===== config.mk =====
export PLATFORM = sky130hd
export DESIGN_NAME = probe_source
export DESIGN_NICKNAME = d
export VERILOG_FILES = /design/src/rtl/probe_source.sv
export SDC_FILE = /design/constraint.sdc
export NUM_CORES = 1
export LEC_CHECK = 0
export BUFFER_PORTS_ARGS = -buffer_cell sky130_fd_sc_hd__buf_2
export CAP_MARGIN = 20
export CORE_MARGIN = 2
export CORE_UTILIZATION = 29
export CTS_CLUSTER_DIAMETER = 150
export DETAILED_ROUTE_END_ITERATION = 12
export GPL_TIMING_DRIVEN = 0
export PLACE_DENSITY = 0.5
export SLEW_MARGIN = 20
export SYNTH_ARGS = -nofsm -noshare
export SYNTH_HDL_FRONTEND = slang
export SYNTH_SLANG_ARGS = --single-unit

===== constraint.sdc =====
create_clock -name UCLK -period 4.6 [get_ports UCLK]
set_input_delay 0.92 -clock UCLK [delete_from_list [all_inputs] [get_ports UCLK]]
set_output_delay 0.92 -clock UCLK [all_outputs]
set_load 0.01 [all_outputs]

===== src/rtl/probe_source.sv =====
// probe_source
//   Leaf stage of the probe uplink tree. A wide probe sample is captured on
//   PROBE_EN (gated by ENABLE) into a small FIFO, then sent upstream as one
//   header word followed by DWIDTH/32 data words, least-significant first.
//
// Ports
//   UCLK        clock, rising edge
//   URST        synchronous active-high reset
//   PROBE_DATA  sample value (DWIDTH bits)
//   PROBE_EN    capture strobe
//   ENABLE      capture enable (gates PROBE_EN only; draining continues)
//   DATAUP      uplink word (registered)
//   DATAVALID   DATAUP holds a valid word
//   DELAY       pending or in-flight data, holds off the upstream mux
//   ACK         word transfers when DATAVALID && ACK
//   DROPS       saturating count of samples dropped on a full FIFO
//
// Header word: {PROBE_ID, NW[7:0], 7'b0, LOST}
module probe_source #(
  parameter logic [15:0] PROBE_ID = 16'h0001,
  parameter int          DWIDTH   = 64,
  parameter int          DEPTH    = 4
) (
  input  logic              UCLK,
  input  logic              URST,
  input  logic [DWIDTH-1:0] PROBE_DATA,
  input  logic              PROBE_EN,
  input  logic              ENABLE,
  output logic [31:0]       DATAUP,
  output logic              DATAVALID,
  output logic              DELAY,
  input  logic              ACK,
  output logic [15:0]       DROPS
);

  localparam int NW = DWIDTH / 32;
  localparam int AW = $clog2(DEPTH);
  localparam int PW = AW + 1;
  localparam int IW = (NW > 1) ? $clog2(NW) : 1;
  localparam logic [7:0]    NW8  = 8'(NW);
  localparam logic [IW-1:0] LAST = IW'(NW - 1);

  typedef enum logic [1:0] {IDLE, HDR, DATA} state_t;

  state_t            state;
  logic [PW-1:0]     wptr;
  logic [PW-1:0]     rptr;
  logic [IW-1:0]     idx;
  logic              lost;
  logic [DWIDTH-1:0] mem [DEPTH];

  logic [PW-1:0]     occ;
  logic [PW-1:0]     occ_nx;
  logic              full;
  logic              push;
  logic              drop;
  logic              hdr_acc;
  logic              pop;
  logic              lost_nx;
  logic              vld_nx;
  logic [DWIDTH-1:0] head;

  function automatic logic [31:0] hdr_word(input logic lost_bit);
    return {PROBE_ID, NW8, 7'b0, lost_bit};
  endfunction

  function automatic logic [31:0] word_of(input logic [DWIDTH-1:0] d,
                                          input logic [IW-1:0] i);
    return d[32*int'(i) +: 32];
  endfunction

  function automatic logic [15:0] sat_inc(input logic [15:0] v);
    return (v == 16'hFFFF) ? v : v + 16'd1;
  endfunction

  always_comb begin
    occ     = wptr - rptr;
    full    = (occ == PW'(DEPTH));
    // Full is judged on the pre-pop occupancy: a pop in the same cycle
    // does not make room for the incoming sample.
    push    = PROBE_EN && ENABLE && !full;
    drop    = PROBE_EN && ENABLE && full;
    hdr_acc = (state == HDR) && ACK;
    pop     = (state == DATA) && ACK && (idx == LAST);
    occ_nx  = occ + PW'(push) - PW'(pop);
    // A drop in the same cycle as header acceptance wins, so the loss is
    // reported in the following header instead of being silently cleared.
    lost_nx = drop || (lost && !hdr_acc);
    head    = mem[rptr[AW-1:0]];
    if (state == IDLE) vld_nx = (occ_nx != '0);
    else               vld_nx = !(pop && (occ_nx == '0));
  end

  // Sample storage; emptiness is tracked by the pointers, so no reset here.
  always_ff @(posedge UCLK) begin
    if (push) mem[wptr[AW-1:0]] <= PROBE_DATA;
  end

  always_ff @(posedge UCLK) begin
    if (URST) begin
      state     <= IDLE;
      wptr      <= '0;
      rptr      <= '0;
      idx       <= '0;
      lost      <= 1'b0;
      DROPS     <= '0;
      DATAUP    <= '0;
      DATAVALID <= 1'b0;
      DELAY     <= 1'b0;
    end else begin
      if (push) wptr <= wptr + PW'(1);
      if (pop)  rptr <= rptr + PW'(1);
      if (drop) DROPS <= sat_inc(DROPS);
      lost  <= lost_nx;
      DELAY <= vld_nx || (occ_nx != '0);

      case (state)
        IDLE: begin
          // Looking at the post-push occupancy gives one-cycle push-to-valid.
          if (occ_nx != '0) begin
            state     <= HDR;
            DATAVALID <= 1'b1;
            DATAUP    <= hdr_word(lost_nx);
          end
        end
        HDR: begin
          if (ACK) begin
            state  <= DATA;
            idx    <= '0;
            DATAUP <= word_of(head, '0);
          end else begin
            // The LOST bit follows the live flag while waiting, so the
            // header that gets accepted carries the flag it clears.
            DATAUP <= hdr_word(lost_nx);
          end
        end
        DATA: begin
          if (ACK) begin
            if (idx != LAST) begin
              idx    <= idx + IW'(1);
              DATAUP <= word_of(head, idx + IW'(1));
            end else begin
              idx <= '0;
              if (occ_nx != '0) begin
                state  <= HDR;
                DATAUP <= hdr_word(lost_nx);
              end else begin
                state     <= IDLE;
                DATAVALID <= 1'b0;
                DATAUP    <= '0;
              end
            end
          end
        end
        default: begin
          state     <= IDLE;
          DATAVALID <= 1'b0;
        end
      endcase
    end
  end

endmodule


==> summary by stage <==
Status
The run finished with clean final reports.

Routing
The first detailed-routing pass took 6 iterations. The final layout contains routed wiring with a total length of 28,030 µm. The post-route antenna net violation count is 0. In this run, the number of DRC markers left after iteration 0 of detailed routing was roughly 440. After detailed routing, the number of vias per cell comes to ~4.7. In the final routed layout, each cell accounts on average for between 20 and 25 µm. The total number of vias is 6,460. The residual DRC count is 0.

Power and ir drop
The switching power as a share of total power is between 20% and 30%. The combinational share of power is a little under a tenth. The power density of the placed cells is 449.0 mW/mm². The peak ir drop on the vdd network is about 0.00031 V. Of the total power, registers draw between 40% and 50%.

The analysis attributes to net switching a power of between 1.5 and 2 mW. The total power consumption of the routed design is 6.628 mW. The clock power share is around two fifths.

The internal power of the cells totals approximately 5.1 mW. The standby leakage power is approximately 4.9 nW.

Clock network
The deepest clock path buffer count is 3. After clock tree synthesis, the clock-pin slew on the worst setup and hold paths is around 0.05 ns. At the later pin of the worst-skew pair, clock insertion delay measures approximately 0.55 ns.

TritonCTS built the clock tree. The CTS buffer count is 37. The depth of the CTS H-tree is 2. The number of clock sinks is approximately 320.

The root buffer cell chosen for the clock tree is sky130_fd_sc_hd__clkbuf_16.

Final layout
The leading cell type in the layout, fill and taps excluded is sky130_fd_sc_hd__edfxtp_1. The multi-input gate area in the final layout is around 0.0031 mm². In the layout the commonest cells are 256 x sky130_fd_sc_hd__edfxtp_1, 125 x sky130_fd_sc_hd__buf_2, 63 x sky130_fd_sc_hd__mux4_2, 62 x sky130_fd_sc_hd__dfxtp_1.

For this run, the post-layout net count is 902. The ratio of cells with drive above 1 in the final layout is about a third. The area taken by flip-flops and latches is slightly below 0.009 mm². Counting the fill cells in the layout gives roughly 4,000. Relative to the synthesized area, the layout overhead comes to 21.31%. For this run, the number of standard cells in the final layout without fillers is ~1,400.

Floorplanning
The floorplan step defined a die boundary enclosing 0.04361 mm². The area of the core is 0.04167 mm². The number of I/O pins is between 100 and 150. The placement row count is between 70 and 80. The height of the die is about 210 µm. The initial standard-cell utilization of the core is 29.20%.

The die is roughly 210 µm wide.

Timing
The fraction of the cycle the final worst path needs is 95.30%. The final max-slew violation count is 0. Setup repair after global routing left no endpoint under its margin. The final number of setup-violating endpoints is 0.

In this run the tightest slew margin relative to its limit is a little over two fifths. For the pin with the worst max-slew slack, the measured transition is approximately 0.84 ns. The highest clock rate is roughly 0.23 GHz.

The number of failing hold endpoints at the final stage is 0. Between clock sinks in the finished design, the worst skew comes to ~0.014 ns. The clock period minus worst slack is 4.384 ns.

Critical path
The worst path arrival time is 4.85 ns. STA puts the critical path data required time at roughly 5 ns. The peak fanout along the critical path is 10. The worst setup path is captured at a flip-flop. The worst setup path is of the flip-flop to flip-flop kind. STA classifies the critical path startpoint as a flip-flop.

Global routing
In the global route stage, overall resource usage came out at between 10% and 20%. Entering global routing, the biggest net connects 43 pins. The via count of the first global-routing pass came to ~6,900. The number of antenna violations at the first check in global routing came to 3. The first-pass GRT wire length is between 40,000 and 50,000 µm. After global routing the overflow that remains totals 0.

Yosys
The post-synthesis cell count is roughly 660. During synthesis, Yosys emitted a total of 0 warnings. The fraction of synthesis flops using an asynchronous set or reset pin is 0%. When the netlist entered floorplanning its net count stood at 739. The number of distinct library cells after synthesis is 43.

The primary flip-flop cell chosen by synthesis mapping is sky130_fd_sc_hd__edfxtp_1. The mean instance size in the synthesized netlist is approximately 19 µm². In this run, synthesis inferred 256 flip-flops with an integrated enable. For this run, the register share of the synthesized area comes to 73.38%. The post-synthesis cell area is around 0.012 mm². In this run, synthesis produced a sequential element count of roughly 320.

Placement
The routability congestion estimate is 0.7392. The number of I/O port buffers is approximately 120. The number of placed cells counting well taps is ~1,300. The wire-length estimate of the detail-placed layout is between 15,000 and 20,000 µm.

Min path
The type of the most critical hold path is flip-flop to flip-flop.

Run
The count of max-cap constraint violations is 0.
sequential cells by signal, summed over array words and instances, names as in the netlist, named ones only:
name and count:
mem 256, DATAUP 32, DROPS 16, rptr 3, wptr 3, state 2, DATAVALID 1, DELAY 1
idx 1, lost 1
power by group through the flow:
stage	Combinational, mW	Sequential, mW	Clock, mW
after CTS	0.605	3.23	2.89
final	0.609	3.23	2.79
after detailed placement	0.600	3.29	0
after global routing	0.674	3.24	3.00
after global placement	0.590	3.30	0
after floorplan	0.337	3.31	0
critical path: stages, from the launching register on:
cell,delay [ns]
sky130_fd_sc_hd__dfxtp_1,0.39
sky130_fd_sc_hd__inv_1,0.10
sky130_fd_sc_hd__ha_1,0.21
sky130_fd_sc_hd__fa_1,0.37
sky130_fd_sc_hd__xor3_2,0.31
sky130_fd_sc_hd__a31oi_4,0.32
sky130_fd_sc_hd__inv_1,0.08
sky130_fd_sc_hd__ha_1,0.28
sky130_fd_sc_hd__inv_1,0.04
sky130_fd_sc_hd__ha_1,0.18
sky130_fd_sc_hd__fa_1,0.37
sky130_fd_sc_hd__xor2_1,0.17
sky130_fd_sc_hd__xnor2_2,0.27
sky130_fd_sc_hd__a311oi_4,0.17
sky130_fd_sc_hd__nor2_1,0.29
sky130_fd_sc_hd__clkbuf_4,0.32
sky130_fd_sc_hd__buf_2,0.28
sky130_fd_sc_hd__o2bb2ai_1,0.15
per-stage QoR:
| stage | setup TNS [ns] | worst slack (ns) | hold WS (ns) | area, µm² | utilization [%] |
|---|---|---|---|---|---|
| 2_1_floorplan | 0 | 0.5271 | 0.4808 | 12170 | - |
| 3_3_place_gp | -216.11 | -0.8651 | 0.4427 | 13430 | 32.23 |
| 3_5_place_dp | -5.291 | -0.3089 | 0.4421 | 13550 | 32.52 |
| 4_1_cts | 0 | 0.09453 | 0.4602 | 14740 | 35.37 |
| 5_1_grt | 0 | 0.005521 | 0.4713 | 14760 | 35.42 |
| 6_report | 0 | 0.2164 | 0.4545 | 14760 | 35.43 |
logic make-up after synthesis:
logic type | share of synthesized area [%]
AO/OA/AOI/OAI | 5.728
multiplexers | 11.93
flip-flops | 73.38
AND/OR/NAND/NOR | 3.887
buffers and inverters | 1.635
adder cells (fa/ha/maj) | 1.666
XOR/XNOR | 1.779
area by class of cell:
cell class	count	share of cell area (%)
flip-flops and latches	318	60.49
multi-input cells	289	20.78
clock buffers	50	6.942
repair buffers	124	4.866
well taps	539	4.569
plain buffers	35	1.051
clock inverters	18	0.9494
inverters	13	0.3306
diodes	1	0.01695
cells in the mapped netlist (2+ instances only):
cell type	n	area share, %
sky130_fd_sc_hd__dfxtp_1	62	10
sky130_fd_sc_hd__nand4_1	6	0.31
sky130_fd_sc_hd__a31oi_1	5	0.26
sky130_fd_sc_hd__nor2_1	38	1.2
sky130_fd_sc_hd__o21ai_0	5	0.21
sky130_fd_sc_hd__nand2_1	14	0.43
sky130_fd_sc_hd__nand3_1	6	0.25
sky130_fd_sc_hd__clkbuf_1	23	0.71
sky130_fd_sc_hd__and2_1	4	0.21
sky130_fd_sc_hd__and3_1	4	0.21
sky130_fd_sc_hd__buf_2	9	0.37
sky130_fd_sc_hd__buf_1	2	0.062
sky130_fd_sc_hd__nor4b_1	3	0.22
sky130_fd_sc_hd__or2_2	3	0.15
sky130_fd_sc_hd__mux2_2	2	0.19
sky130_fd_sc_hd__xor2_1	2	0.14
sky130_fd_sc_hd__edfxtp_1	256	63
sky130_fd_sc_hd__xnor2_1	18	1.3
sky130_fd_sc_hd__ha_1	13	1.3
sky130_fd_sc_hd__and4_1	2	0.14
sky130_fd_sc_hd__nor3_1	3	0.12
sky130_fd_sc_hd__nor4_1	9	0.46
sky130_fd_sc_hd__o2bb2ai_1	29	2.1
sky130_fd_sc_hd__a211oi_1	5	0.31
sky130_fd_sc_hd__fa_1	2	0.33
sky130_fd_sc_hd__a22oi_1	29	1.8
sky130_fd_sc_hd__a21oi_1	11	0.45
sky130_fd_sc_hd__inv_1	13	0.40
sky130_fd_sc_hd__mux4_2	63	12
final timing paths:
path                              endpoint  slack, ns  depth (start not counted)       start
worst max-delay path            DATAUP[15]       0.22                         17     wptr[0]
worst max register to register  DATAUP[15]       0.22                         17     wptr[0]
worst min register to register  DATAUP[23]       0.45                          1  DATAUP[23]
worst min-delay path            DATAUP[23]       0.45                          1  DATAUP[23]
repair_timing:
| action | in CTS | in global routing |
|---|---|---|
| buffers inserted | 1 | 2 |
| hold buffers | 0 | 0 |
| pin swaps | 1 | 1 |
| endpoints found under the setup margin | 29 | 20 |
| gates resized for setup | 3 | 3 |
| endpoints found under the hold margin | 0 | 0 |
layer usage:
metal / track usage [%] / share of wire, % / wire, µm / vias up
met5: 0 / 0.096 / 27 / -
met4: 4.557 / 2.1 / 591 / 4
met3: 3.366 / 4.8 / 1335 / 44
met2: 22.11 / 50 / 13970 / 120
met1: 16.29 / 43 / 12110 / 3304
li1: - / - / - / 2988
No activity file was read; power rests on OpenSTA's default activity.
